### src/rtl/boid_frame_writer.sv
// Snapshots the live boid position table on each accepted frame_end, then
// clears the display buffer and plots one pixel per on-screen boid.
//
// state | meaning
// IDLE  | waiting for frame_end
// CLEAR | one cycle, disp_clear asserted
// DRAW  | one snapshot slot per cycle
// DONE  | one cycle, then back to IDLE
module boid_frame_writer #(
   parameter int MAX_BOIDS      = 4,
   parameter int BITS_FOR_BOIDS = $clog2(MAX_BOIDS),
   parameter int VIDEO_WIDTH    = 640,
   parameter int VIDEO_HEIGHT   = 480,
   parameter int ADDR_WIDTH     = 19
) (
   input  logic                      clock,
   input  logic                      CPU_RESETN,
   input  logic                      cpu_we,
   input  logic [BITS_FOR_BOIDS-1:0] cpu_boid_sel,
   input  logic [9:0]                cpu_x,
   input  logic [8:0]                cpu_y,
   input  logic                      frame_end,
   output logic                      disp_clear,
   output logic                      disp_we,
   output logic [ADDR_WIDTH-1:0]     disp_addr,
   output logic                      busy,
   output logic [7:0]                dropped_cnt,
   output logic [7:0]                overrun_cnt
);

   typedef enum logic [1:0] {IDLE, CLEAR, DRAW, DONE} state_t;

   localparam logic [BITS_FOR_BOIDS-1:0] LAST_SLOT = BITS_FOR_BOIDS'(MAX_BOIDS - 1);
   localparam logic [ADDR_WIDTH-1:0]     VW_A      = ADDR_WIDTH'(VIDEO_WIDTH);

   state_t                    state, state_nxt;
   logic [BITS_FOR_BOIDS-1:0] slot, slot_nxt;
   logic                      accept;
   logic                      draw_go;
   logic [BITS_FOR_BOIDS-1:0] draw_idx;
   logic                      overrun_hit;

   logic [9:0] live_x [MAX_BOIDS];
   logic [8:0] live_y [MAX_BOIDS];
   logic [9:0] snap_x [MAX_BOIDS];
   logic [8:0] snap_y [MAX_BOIDS];

   logic [9:0]            sel_x;
   logic [8:0]            sel_y;
   logic                  in_range;
   logic [ADDR_WIDTH-1:0] pix_addr;

   always_ff @(posedge clock or negedge CPU_RESETN) begin
      if (!CPU_RESETN) begin
         state <= IDLE;
         slot  <= '0;
      end else begin
         state <= state_nxt;
         slot  <= slot_nxt;
      end
   end

   // Registered outputs are loaded one edge early, so draw_idx names the slot
   // that will be on the bus during the coming cycle.
   always_comb begin
      state_nxt = state;
      slot_nxt  = slot;
      accept    = 1'b0;
      draw_go   = 1'b0;
      draw_idx  = '0;
      case (state)
         IDLE: begin
            if (frame_end) begin
               accept    = 1'b1;
               state_nxt = CLEAR;
               slot_nxt  = '0;
            end
         end
         CLEAR: begin
            state_nxt = DRAW;
            slot_nxt  = '0;
            draw_go   = 1'b1;
            draw_idx  = '0;
         end
         DRAW: begin
            if (slot == LAST_SLOT) begin
               state_nxt = DONE;
            end else begin
               slot_nxt = slot + BITS_FOR_BOIDS'(1);
               draw_go  = 1'b1;
               draw_idx = slot + BITS_FOR_BOIDS'(1);
            end
         end
         DONE: begin
            state_nxt = IDLE;
         end
         default: begin
            state_nxt = IDLE;
         end
      endcase
   end

   assign overrun_hit = frame_end && (state != IDLE);
   assign busy        = (state != IDLE);

   assign sel_x    = snap_x[draw_idx];
   assign sel_y    = snap_y[draw_idx];
   assign in_range = (32'(sel_x) < VIDEO_WIDTH) && (32'(sel_y) < VIDEO_HEIGHT);
   assign pix_addr = ADDR_WIDTH'(sel_x) + ADDR_WIDTH'(sel_y) * VW_A;

   always_ff @(posedge clock or negedge CPU_RESETN) begin
      if (!CPU_RESETN) begin
         for (int i = 0; i < MAX_BOIDS; i++) begin
            live_x[i] <= '0;
            live_y[i] <= '0;
         end
      end else if (cpu_we) begin
         live_x[cpu_boid_sel] <= cpu_x;
         live_y[cpu_boid_sel] <= cpu_y;
      end
   end

   // Copy happens with nonblocking semantics, so a same-edge cpu_we lands only in live.
   always_ff @(posedge clock or negedge CPU_RESETN) begin
      if (!CPU_RESETN) begin
         for (int i = 0; i < MAX_BOIDS; i++) begin
            snap_x[i] <= '0;
            snap_y[i] <= '0;
         end
      end else if (accept) begin
         snap_x <= live_x;
         snap_y <= live_y;
      end
   end

   always_ff @(posedge clock or negedge CPU_RESETN) begin
      if (!CPU_RESETN) begin
         disp_clear  <= 1'b0;
         disp_we     <= 1'b0;
         disp_addr   <= '0;
         dropped_cnt <= '0;
         overrun_cnt <= '0;
      end else begin
         disp_clear <= accept;
         disp_we    <= draw_go && in_range;
         if (draw_go && in_range) begin
            disp_addr <= pix_addr;
         end
         if (draw_go && !in_range && (dropped_cnt != 8'hFF)) begin
            dropped_cnt <= dropped_cnt + 8'd1;
         end
         if (overrun_hit && (overrun_cnt != 8'hFF)) begin
            overrun_cnt <= overrun_cnt + 8'd1;
         end
      end
   end

endmodule

### config.mk
export PLATFORM = sky130hd
export DESIGN_NAME = boid_frame_writer
export DESIGN_NICKNAME = d
export VERILOG_FILES = /design/src/rtl/boid_frame_writer.sv
export SDC_FILE = /design/constraint.sdc
export NUM_CORES = 1
export LEC_CHECK = 0
export CORE_MARGIN = 1
export CORE_UTILIZATION = 35
export CTS_BUF_LIST = sky130_fd_sc_hd__clkbuf_8
export DETAILED_ROUTE_END_ITERATION = 10
export GPL_TIMING_DRIVEN = 0
export MAX_ROUTING_LAYER = met4
export PLACE_DENSITY_LB_ADDON = 0.15
export SYNTH_ARGS = -nofsm -noshare
export SYNTH_HDL_FRONTEND = slang
export SYNTH_SLANG_ARGS = --single-unit
### constraint.sdc
create_clock -name clock -period 9.3 [get_ports clock]
set_input_delay 2.325 -clock clock [delete_from_list [all_inputs] [get_ports clock]]
set_output_delay 2.325 -clock clock [all_outputs]
set_load 0.01 [all_outputs]
==> run_results.csv <==
group,metric,value,unit
sta,slew_headroom,38.6,%
place,dp.cells,989,
synth,synth_edf_count,0,
die,num_rows,57,
route,dr.first_iter.drc_count,242,
global_routing,grt_max_degree,123,
worst_setup_path,path_cells,"inv_1 -> ha_1 -> buf_4 -> and2_1 -> clkbuf_1 -> buf_1 -> mux4_1 -> ha_1 -> ha_1 -> fa_1 -> xor2_1 -> nand3_1 -> nor4_1 -> nand4b_1 -> xnor2_1 -> mux2_1",
synth,ys_seq_area_share,55.1,%
clocking,tritoncts,"done",
synth,synth_cell_types,57,
status,status,"completed",
global_routing,track_usage,15.6,%
worst_setup_path,worstSetupEndpointType,"flip-flop",
power,power.switching,0.00145,W
route,drcViolationCount,0,
power,clkPwrFrac,14.4,%
power,swShare,38.5,%
synth,syn_avg_cell_area,14.6,µm²
clocking,clock_tree.buffer_depth,2,
clocking,cts_buffers,17,
sta,rsz0062_at_grt,"no",
place,place.gp.congestion,0.758,
die,die_y,160,µm
sta,worstMarginPinSlew,0.921,ns
flow_run,maxCapViolations,0,
sta,fmax,186,MHz
worst_setup_path,cpMaxStageDelayCell,"buf_1",
route,drt_pass1_iterations,5,
clocking,post-cts-setup-buffers,0,
sta,min_period,5.39,ns
place,preCtsSetupSlack,3.83,ns
worst_setup_path,crit_fanout,10,
die,die_area,25700,µm²
place,port_buffers,62,
worst_setup_path,cpMostUsedCell,"ha_1",
worst_setup_path,cp_num_buf_inv,4,
worst_setup_path,worstSetupPathType,"flip-flop to flip-flop",
sta,fin_setup_tns,0,ns
finish,final_layout_size_suffix_gt1_share,29.8,%
clocking,ctsResizeCount,0,
clocking,path_clk_slew,0.11,ns
sta,finalSetupViolCount,0,
clocking,cts.sinks,193,
finish,fillers,2256,
route,antenna_left,0,
synth,synth_async_sr_flop_share,100,%
sta,fin_skew,0.0219,ns
power,ir_worst_vdd,0.165,mV
sta,hold_violations,0,
power,p_leak,4.34,nW
worst_setup_path,crit_required,9.66,ns
finish,final_cells,1021,
min_path,hold_path_class,"flip-flop to flip-flop",
worst_setup_path,rrSetupSlack,3.91,ns
synth,synth_fp_nets,649,
clocking,htreeDepth,4,
synth,synth_top_area_cell,"dfrtp_1",
die,ios,63,
global_routing,grt_pass1_vias,5328,
finish,diodes,0,
die,core_area,24500,µm²
synth,synthCells,602,
power,power-per-cell-area,368,nW/µm²
synth,netlist_area,8760,µm²
sta,min_period_over_period,58.0,%
clocking,clock_latency,0.48,ns
clocking,cts_hold_buf,0,
power,pwr-share-seq,35.2,%
global_routing,antenna_found_initial,0,
synth,yosysTopAreaCellShare,55.1,%
clocking,clock-root-buffer,"clkbuf_8",
synth,ys_top_cells_by_area,"dfrtp_1 55%, mux2_2 20%, mux4_1 3.6%",
route,wl,18.2,mm
global_routing,grt_first_pass_wirelength,29.5,mm
worst_setup_path,crit_arrival,5.75,ns
worst_setup_path,cpPeakStageDelay,0.67,ns
worst_setup_path,start_kind,"flip-flop",
synth,ys.warnings.count,0,
power,combinationalPowerShare,50.4,%
die,start_util,35.8,%
route,viasPerCell,5.00,
finish,nets,731,
place,hpwl,12.6,mm
route,route.vias.total,5103,
die,die_w,160,µm
route,wl_per_cell,17.9,µm
global_routing,overflow,0,
synth,synthFlopType,"dfrtp_1",
synth,synth_seq_cells,193,
sta,maxSlewViolCount,0,
power,p_int,0.00232,W
worst_setup_path,critPathTopFamily,"buffers and inverters",
finish,synthToLayoutAreaGrowth,16.7,%
sta,setup_slack,3.91,ns
worst reg2reg max path, cell delays in order (launching register included):
cell and delay [ns]:
dfrtp_1 0.42, inv_1 0.11, ha_1 0.22, buf_4 0.19, and2_1 0.13, clkbuf_1 0.56, buf_1 0.67, mux4_1 0.56
ha_1 0.35, ha_1 0.24, fa_1 0.42, xor2_1 0.29, nand3_1 0.11, nor4_1 0.36, nand4b_1 0.21, xnor2_1 0.16
mux2_1 0.29
area by class of cell:
cell class	instances	area (µm²)	area share, %
Sequential cell	193	4830	47.2
Multi-Input combinational cell	378	3780	36.9
Timing Repair Buffer	63	653	6.39
Tap cell	324	405	3.96
Clock buffer	18	248	2.42
Clock inverter	14	158	1.54
Buffer	26	135	1.32
Inverter	5	18.8	0.184
cell families after synthesis:
family	after synthesis	synth area share, %
muxes	190	26.7
adders and majority gates	22	3.31
and+or+nand+nor	80	5.24
AOI/OAI and AO/OA	57	4.91
DFF	193	55.1
buffers and inverters	31	1.76
xor gates and xnor gates	29	2.90
power groups by stage:
stage | clock network (W) | registers, W | logic [W]
4_1_cts | 0.000568 | 0.00133 | 0.00193
5_1_grt | 0.000604 | 0.00137 | 0.00211
3_3_place_gp | 0 | 0.00133 | 0.00189
3_5_place_dp | 0 | 0.00135 | 0.00192
2_1_floorplan | 0 | 0.00131 | 0.00139
6_report | 0.000544 | 0.00132 | 0.00190
cell usage in the layout, fill, tap and decap left out, types with 7 or more instances in the layout:
master           instances
dfrtp_1                193
mux2_2                 154
clkdlybuf4s50_1         61
xor2_1                  20
ha_1                    20
mux2_1                  19
clkbuf_8                18
nor2_1                  17
nand2_1                 17
mux4_1                  12
buf_1                   11
nand3_1                 11
a21oi_1                 11
xnor2_1                  9
clkbuf_1                 8
inv_6                    7
worst paths after layout:
path                               from            end  depth (start not counted)
min reg2reg                disp_addr[9]   disp_addr[9]                          1
min in group asynchronous    CPU_RESETN        disp_we                          1
max reg2reg                    state[0]  disp_addr[16]                         16
min                        disp_addr[9]   disp_addr[9]                          1
max in group asynchronous    CPU_RESETN     snap_x[17]                          2
max                            state[0]  disp_addr[16]                         16
synth_stat cells, drive strengths merged (3+ instances only):
cell type,number
nand3b,3
and2,5
ha,20
a211oi,7
or4b,4
nor2,18
a31oi,3
a21o,5
buf,18
xnor2,9
and3,3
a311oi,3
mux4,14
xor2,20
a21oi,11
inv,5
mux2,174
nand3,11
clkbuf,8
and4,3
nand4,3
o21a,6
dfrtp,193
nand2,17
o21ai,10
sequential cells by signal, indices dropped and copies added, names as in the netlist:
signal,cells
snap_x,40
live_y,36
slot,2
live_x,40
disp_we,1
snap_y,36
disp_addr,19
state,2
disp_clear,1
dropped_cnt,8
overrun_cnt,8
metal layers:
layer | global-route usage [%] | vias up | wire length (µm)
met5 | - | - | 0
met4 | 4.29 | 0 | 197
met3 | 2.81 | 13 | 408
met2 | 24.4 | 72 | 8850
met1 | 20.7 | 2645 | 8780
li1 | - | 2373 | -
per-stage QoR:
step                      util (%)  cell area (µm²)  hold slack (ns)  total power, W
after floorplan                  -             8760            0.472         0.00271
after global placement        40.0             9790            0.466         0.00322
after detailed placement      40.1             9820            0.474         0.00327
after CTS                     41.8            10200            0.499         0.00383
after global routing          41.8            10200            0.515         0.00408
final                         41.8            10200            0.495         0.00377
No activity file was read; power rests on OpenSTA's default activity.
